$ cat src/rtl/vmode_sched.sv
// -----------------------------------------------------------------------------
// vmode_sched -- video mode change scheduler
//
// Software writes a new sync mode / resolution into shadow registers at any
// time. The change is held pending and only applied to the active mode
// outputs on the next vertical sync rising edge. After each change there is a
// guard window of GUARD_LINES horizontal sync rising edges. Writes that arrive
// during this window wait for the next frame.
//
// Parameters:
//   GUARD_LINES  ihsync rising edges held in GUARD after a change (0..15)
//   RESET_PAL    power-on sync mode (1 = 50 Hz / cpal, 0 = 60 Hz / cntsc)
//
// Ports:
//   clk        in   system clock, rising edge
//   porb       in   synchronous active-low reset
//   reg_we     in   register write strobe, one clk per write
//   reg_sel    in   0 = sync-mode register, 1 = resolution register
//   reg_din    in   [1:0] write data
//   ihsync     in   horizontal sync, clk-synchronous, active-high
//   ivsync     in   vertical sync, clk-synchronous, active-high
//   mde1       out  mono mode active
//   cpal       out  50 Hz colour timing active
//   cntsc      out  60 Hz colour timing active
//   mode_chg   out  one-clk pulse when the active mode outputs load
//   busy       out  high whenever the scheduler is not in RUN
//   frame_cnt  out  [7:0] frame counter
//
// Optional feature (macro VMODE_FRAMECNT_EN):
//   defined   -> frame_cnt counts every vsync rising edge, wrapping 255 -> 0
//   undefined -> frame_cnt is tied to 0 and no counter is built
// -----------------------------------------------------------------------------
module vmode_sched #(
    parameter int GUARD_LINES = 2,
    parameter bit RESET_PAL   = 1'b1
) (
    input  logic       clk,
    input  logic       porb,
    input  logic       reg_we,
    input  logic       reg_sel,
    input  logic [1:0] reg_din,
    input  logic       ihsync,
    input  logic       ivsync,
    output logic       mde1,
    output logic       cpal,
    output logic       cntsc,
    output logic       mode_chg,
    output logic       busy,
    output logic [7:0] frame_cnt
);

    typedef enum logic [1:0] {
        ST_RUN,
        ST_PEND,
        ST_APPLY,
        ST_GUARD
    } state_t;

    // Guard count value on which the final hs_rise of the window lands.
    localparam logic [3:0] LP_GUARD_LAST = 4'((GUARD_LINES == 0) ? 0 : GUARD_LINES - 1);

    state_t     r_state;
    state_t     w_state_nxt;

    logic       r_ivs_q;
    logic       r_ihs_q;
    logic       w_vs_rise;
    logic       w_hs_rise;

    logic       r_sync_sh;
    logic [1:0] r_res_sh;
    logic       r_pending;
    logic       w_pend_any;
    logic [3:0] r_guard_cnt;
    logic       w_guard_done;
    logic       w_apply_take;

    logic       r_mde1;
    logic       r_cpal;
    logic       r_cntsc;
    logic       r_mode_chg;

    assign w_vs_rise = ivsync & ~r_ivs_q;
    assign w_hs_rise = ihsync & ~r_ihs_q;

    // A write on this very edge counts as pending, so leaving RUN or GUARD
    // does not lose a cycle waiting for the flag to register.
    assign w_pend_any   = r_pending | reg_we;
    assign w_guard_done = w_hs_rise && (r_guard_cnt == LP_GUARD_LAST);
    assign w_apply_take = (r_state == ST_PEND) && w_vs_rise;

    // -------------------------------------------------------------------------
    // State register
    // -------------------------------------------------------------------------
    // NOTE: sequential state is updated with non-blocking assignments so every
    // register samples the pre-edge values of the others, regardless of order.
    always_ff @(posedge clk) begin
        if (!porb) begin
            r_state <= ST_RUN;
        end else begin
            r_state <= w_state_nxt;
        end
    end

    // -------------------------------------------------------------------------
    // Next-state logic
    // -------------------------------------------------------------------------
    // NOTE: the default assignment at the top keeps every path assigned, so no
    // latch is inferred for w_state_nxt.
    always_comb begin
        w_state_nxt = r_state;
        case (r_state)
            ST_RUN: begin
                if (w_pend_any) begin
                    w_state_nxt = ST_PEND;
                end
            end
            ST_PEND: begin
                if (w_vs_rise) begin
                    w_state_nxt = ST_APPLY;
                end
            end
            ST_APPLY: begin
                if (GUARD_LINES == 0) begin
                    w_state_nxt = w_pend_any ? ST_PEND : ST_RUN;
                end else begin
                    w_state_nxt = ST_GUARD;
                end
            end
            ST_GUARD: begin
                if (w_guard_done) begin
                    w_state_nxt = w_pend_any ? ST_PEND : ST_RUN;
                end
            end
            default: w_state_nxt = ST_RUN;
        endcase
    end

    // -------------------------------------------------------------------------
    // Sync edge registers, shadows, pending flag, guard counter
    // -------------------------------------------------------------------------
    // NOTE: every register here has an explicit reset value; there is no
    // storage array, so nothing is left to power up undefined.
    always_ff @(posedge clk) begin
        if (!porb) begin
            r_ivs_q     <= 1'b0;
            r_ihs_q     <= 1'b0;
            r_sync_sh   <= RESET_PAL;
            r_res_sh    <= 2'b00;
            r_pending   <= 1'b0;
            r_guard_cnt <= 4'd0;
        end else begin
            r_ivs_q <= ivsync;
            r_ihs_q <= ihsync;

            if (reg_we) begin
                if (reg_sel) begin
                    r_res_sh <= reg_din;
                end else begin
                    r_sync_sh <= reg_din[1];
                end
            end

            // A write coincident with the applying vsync edge lands in the
            // shadow before APPLY reads it, so that write is consumed by this
            // apply and the clear takes priority.
            if (w_apply_take) begin
                r_pending <= 1'b0;
            end else if (reg_we) begin
                r_pending <= 1'b1;
            end

            if (r_state == ST_GUARD) begin
                if (w_hs_rise) begin
                    r_guard_cnt <= w_guard_done ? 4'd0 : r_guard_cnt + 4'd1;
                end
            end else begin
                r_guard_cnt <= 4'd0;
            end
        end
    end

    // -------------------------------------------------------------------------
    // Active mode outputs: loaded from the shadows during APPLY only
    // -------------------------------------------------------------------------
    always_ff @(posedge clk) begin
        if (!porb) begin
            r_mde1     <= 1'b0;
            r_cpal     <= RESET_PAL;
            r_cntsc    <= ~RESET_PAL;
            r_mode_chg <= 1'b0;
        end else begin
            r_mode_chg <= (r_state == ST_APPLY);
            if (r_state == ST_APPLY) begin
                // Mono resolution overrides colour timing; exactly one of the
                // three outputs is high.
                if (r_res_sh == 2'b10) begin
                    r_mde1  <= 1'b1;
                    r_cpal  <= 1'b0;
                    r_cntsc <= 1'b0;
                end else begin
                    r_mde1  <= 1'b0;
                    r_cpal  <= r_sync_sh;
                    r_cntsc <= ~r_sync_sh;
                end
            end
        end
    end

    assign mde1     = r_mde1;
    assign cpal     = r_cpal;
    assign cntsc    = r_cntsc;
    assign mode_chg = r_mode_chg;
    assign busy     = (r_state != ST_RUN);

    // -------------------------------------------------------------------------
    // Optional frame counter
    // -------------------------------------------------------------------------
`ifdef VMODE_FRAMECNT_EN
    logic [7:0] r_frame_cnt;

    always_ff @(posedge clk) begin
        if (!porb) begin
            r_frame_cnt <= 8'd0;
        end else if (w_vs_rise) begin
            r_frame_cnt <= r_frame_cnt + 8'd1;
        end
    end

    assign frame_cnt = r_frame_cnt;
`else
    assign frame_cnt = 8'd0;
`endif

endmodule

$ cat config.mk
export PLATFORM = sky130hd
export DESIGN_NAME = vmode_sched
export DESIGN_NICKNAME = d
export VERILOG_FILES = /design/src/rtl/vmode_sched.sv
export SDC_FILE = /design/constraint.sdc
export NUM_CORES = 1
export LEC_CHECK = 0
export ABC_AREA = 1
export CAP_MARGIN = 15
export CORE_MARGIN = 4
export CORE_UTILIZATION = 51
export CTS_CLUSTER_DIAMETER = 80
export DETAILED_ROUTE_END_ITERATION = 7
export PLACE_DENSITY = 0.8
export SLEW_MARGIN = 20
export SYNTH_ARGS = -nofsm -noshare
export SYNTH_HDL_FRONTEND = slang
export SYNTH_SLANG_ARGS = --single-unit
$ cat constraint.sdc
create_clock -name clk -period 1.8 [get_ports clk]
set_input_delay 0.36 -clock clk [delete_from_list [all_inputs] [get_ports clk]]
set_output_delay 0.36 -clock clk [all_outputs]
set_load 0.01 [all_outputs]
==> results of run 1 <==
==> synthesized netlist by cell type <==
cell type | instances | share of area
a21oi_1 | 9 | 0.053
inv_2 | 2 | 0.0088
nor2_4 | 1 | 0.013
dfxtp_1 | 16 | 0.38
o21ai_0 | 3 | 0.018
o211ai_1 | 1 | 0.0088
nand3_1 | 3 | 0.018
nor2_2 | 2 | 0.015
a311oi_1 | 1 | 0.010
nor3_2 | 1 | 0.012
nand2_1 | 23 | 0.10
nand2_4 | 1 | 0.013
inv_1 | 17 | 0.075
conb_1 | 1 | 0.0044
buf_2 | 1 | 0.0059
nor2_1 | 11 | 0.048
nand3_4 | 1 | 0.021
ha_1 | 7 | 0.10
nand2_2 | 1 | 0.0073
xor2_1 | 2 | 0.021
buf_4 | 8 | 0.070
==> kinds of logic (layout without fill, tap and decap cells) <==
kind of cell / Yosys count / after routing
other: 1 / 8
buffers and inverters: 28 / 37
AND/OR/NAND/NOR: 44 / 44
flip-flops: 16 / 16
AO/OA/AOI/OAI: 14 / 14
XOR/XNOR: 2 / 2
adder cells (fa/ha/maj): 7 / 7
==> critical path, stage by stage, from the launching register on <==
cell and delay, ns:
dfxtp_2 0.37, inv_1 0.08, ha_1 0.20, inv_1 0.05
dlygate4sd2_1 0.26
==> worst max path at each step <==
stage / end / slack [ns] / cells after the start
6_report: busy / 0.20 / 4
5_1_grt: busy / 0.11 / 4
4_1_cts: busy / 0.18 / 4
3_5_place_dp: busy / 0.15 / 4
3_3_place_gp: busy / 0.18 / 4
2_1_floorplan: busy / 0.69 / 3
==> cell type report <==
| class | instances | area share |
|---|---|---|
| repair buffers | 14 | 0.133 |
| inverters | 19 | 0.0708 |
| multi-input cells | 75 | 0.420 |
| flip-flops and latches | 16 | 0.320 |
| clock buffers | 4 | 0.0360 |
| well taps | 16 | 0.0199 |
==> routing by layer <==
layer  vias to the layer above  wire length (µm)  part of all wire  global-route usage
li1                        359                 -                 -                   -
met1                       319               684              0.45               0.173
met2                        15               724              0.48               0.204
met3                         5                70             0.046              0.0367
met4                         0                31             0.021              0.0942
met5                         -                 0                 0                   0
==> through the flow <==
stage,worst slack (ns),hold WS (ns)
final,0.200,0.454
after floorplan,0.690,0.419
after global placement,0.176,0.429
after detailed placement,0.146,0.436
after global routing,0.110,0.492
after CTS,0.182,0.456
==> state kept, by name, indices dropped and copies added (netlist names) <==
register and cells:
r_sync_sh 1, r_pending 1, r_state 2, r_ivs_q 1, r_res_sh 2, cntsc 1
r_ihs_q 1, mde1 1, r_guard_cnt 4, cpal 1, mode_chg 1
==> report_power, final <==
group	total [W]	leakage (nW)	switching [W]	internal, W
Combinational	0.000404	0.314	0.000222	0.000182
Sequential	0.000442	0.132	0.0000306	0.000411
Clock	0.000238	0.0210	0.000115	0.000123
Total	0.00108	0.467	0.000368	0.000716
==> repair_timing <==
item | in CTS | in global routing
buffers inserted | 1 | 0
endpoints found under the setup margin | 1 | 0
hold buffers | 0 | 0
resized for setup | 3 | 0
==> impl_metrics.xml, run 1 <==
<?xml version="1.0" encoding="UTF-8"?>
<metrics>
  <group name="sta">
    <metric name="finalCritPeriodShare" unit="">0.889</metric>
    <metric name="drv_slew" unit="">0</metric>
    <metric name="setup-tns-final" unit="ns">0</metric>
    <metric name="post-route-min-period" unit="ns">1.60</metric>
    <metric name="number_of_endpoints_failing_setup_at_the_final_stage" unit="">0</metric>
    <metric name="timing.clock.skew" unit="ns">0.00538</metric>
    <metric name="grt_setup_unrepaired" unit="">no</metric>
    <metric name="hold_viol_final" unit="">0</metric>
    <metric name="fmax" unit="GHz">0.625</metric>
  </group>
  <group name="detailed_routing">
    <metric name="routed_wirelength" unit="µm">1510</metric>
    <metric name="drtIter0Drc" unit="">5</metric>
    <metric name="drc" unit="">0</metric>
    <metric name="viasPerCell" unit="">4.85</metric>
    <metric name="drt_pass1_iterations" unit="">4</metric>
    <metric name="num_vias" unit="">698</metric>
    <metric name="antenna_violating_nets_remaining" unit="">0</metric>
    <metric name="routed_len_inst" unit="µm">10.5</metric>
  </group>
  <group name="global_route">
    <metric name="grt_max_degree" unit="">10</metric>
    <metric name="grt-ovfl-total" unit="">0</metric>
    <metric name="antenna_found_initial" unit="">0</metric>
    <metric name="grt_pass1_vias" unit="">624</metric>
    <metric name="grt_util_all_layers" unit="">0.138</metric>
    <metric name="grt_first_pass_wirelength" unit="µm">2560</metric>
  </group>
  <group name="status">
    <metric name="run_status" unit="">completed</metric>
  </group>
  <group name="clock_network">
    <metric name="htree_num_levels" unit="">1</metric>
    <metric name="worst_skew_pair.late_latency" unit="ns">0.29</metric>
    <metric name="cts_buffers" unit="">3</metric>
    <metric name="numClockSinks" unit="">16</metric>
    <metric name="cts_root_buffer" unit="">clkbuf_4</metric>
    <metric name="cts_tree" unit="">built</metric>
    <metric name="clk_pin_slew_worst_paths" unit="ns">0.10</metric>
    <metric name="cts-root-to-sink-buffers" unit="">2</metric>
  </group>
  <group name="layout">
    <metric name="final_common_cell" unit="">nand2_1</metric>
    <metric name="mostFrequentLayoutCells" unit="">nand2_1 (23), inv_1 (17), dfxtp_1 (14), nor2_1 (11), clkdlybuf4s50_1 (11)</metric>
    <metric name="drive_above_1_share" unit="">0.133</metric>
    <metric name="final-instance-count-excl-fill" unit="">144</metric>
    <metric name="final_area" unit="µm²">1010</metric>
    <metric name="combined_flip_flop_and_latch_cell_area" unit="µm²">323</metric>
    <metric name="num_antenna_cells" unit="">0</metric>
    <metric name="final_core_utilization" unit="">0.653</metric>
    <metric name="multi_input_logic_area" unit="µm²">423</metric>
    <metric name="finalNetCount" unit="">144</metric>
    <metric name="area_growth_from_synthesis_to_layout" unit="%">18.0</metric>
    <metric name="num-fill-cells" unit="">151</metric>
  </group>
  <group name="job">
    <metric name="maxCapViolCount" unit="">0</metric>
  </group>
  <group name="place">
    <metric name="place_area" unit="µm²">962</metric>
    <metric name="detailedPlacementHpwl" unit="µm">1190</metric>
    <metric name="placed_cells_incl_taps" unit="">139</metric>
    <metric name="port-buffer-count" unit="">12</metric>
    <metric name="gp_congestion" unit="">0.817</metric>
  </group>
  <group name="synthesis">
    <metric name="syn-cell-area" unit="µm²">853</metric>
    <metric name="yosys.area_share.simple" unit="">0.248</metric>
    <metric name="synthAdderAreaFrac" unit="">0.103</metric>
    <metric name="post_synthesis_area_per_instance" unit="µm²">7.62</metric>
    <metric name="post_synth_xor_area_fraction" unit="">0.0205</metric>
    <metric name="ys.warnings.count" unit="">0</metric>
    <metric name="synth_compound_area_frac" unit="">0.0894</metric>
    <metric name="ys_types" unit="">21</metric>
    <metric name="yosysSeqAreaShare" unit="">0.375</metric>
    <metric name="syn_inst" unit="">112</metric>
    <metric name="yosys-mux-area-fraction" unit="">0</metric>
    <metric name="postSynthRegisterBits" unit="">16</metric>
    <metric name="combinational_family_with_the_most_area_after_synthesis" unit="">simple AND/OR/NAND/NOR gates</metric>
  </group>
  <group name="setup_path">
    <metric name="register_to_register_path_depth" unit="">6</metric>
    <metric name="reg2reg_to" unit="">cntsc</metric>
    <metric name="arrival" unit="ns">1.24</metric>
    <metric name="timing.critical_path.fanout_max" unit="">5</metric>
    <metric name="timing_worst_setup_path_type" unit="">reg2out</metric>
    <metric name="setup.worst_path.start_class" unit="">flip-flop</metric>
    <metric name="r2r-start" unit="">r_state[0]</metric>
    <metric name="setup.worst_path.end_class" unit="">output port</metric>
    <metric name="cp.required" unit="ns">1.44</metric>
    <metric name="timing.critical_path.from" unit="">r_state[1]</metric>
    <metric name="reg2reg_setup_slack" unit="ns">0.50</metric>
  </group>
  <group name="die">
    <metric name="die-area" unit="µm²">2390</metric>
    <metric name="vertical_die_dimension" unit="µm">48.9</metric>
    <metric name="effective_utilization_at_floorplan" unit="">0.554</metric>
    <metric name="ioPinCount" unit="">21</metric>
    <metric name="rows" unit="">14</metric>
    <metric name="core" unit="µm²">1540</metric>
    <metric name="die_x_extent" unit="µm">48.9</metric>
  </group>
  <group name="min_path">
    <metric name="min_delay_path_depth" unit="">2</metric>
    <metric name="timing.hold.worst.class" unit="">reg2reg</metric>
    <metric name="min_from" unit="">r_sync_sh</metric>
    <metric name="hold_end" unit="">cpal</metric>
  </group>
  <group name="power_and_ir_drop">
    <metric name="peakVddDrop" unit="mV">0.662</metric>
    <metric name="totalPowerFinal" unit="W">0.00108</metric>
    <metric name="p_leak" unit="nW">0.467</metric>
    <metric name="power-per-cell-area" unit="nW/µm²">1080</metric>
  </group>
</metrics>
Note: power is estimated with default switching activity, not from simulation.
==> run 2: changes to the inputs <==
CTS_BUF_LIST = sky130_fd_sc_hd__clkbuf_4 sky130_fd_sc_hd__clkbuf_8 sky130_fd_sc_hd__clkbuf_16   (was not set)
CTS_CLUSTER_DIAMETER = 200   (was 80)
HOLD_SLACK_MARGIN = 0.08   (was not set)
==> results of run 2 <==
Same layout as run 1: the final DEF is identical, and so are final timing and power.
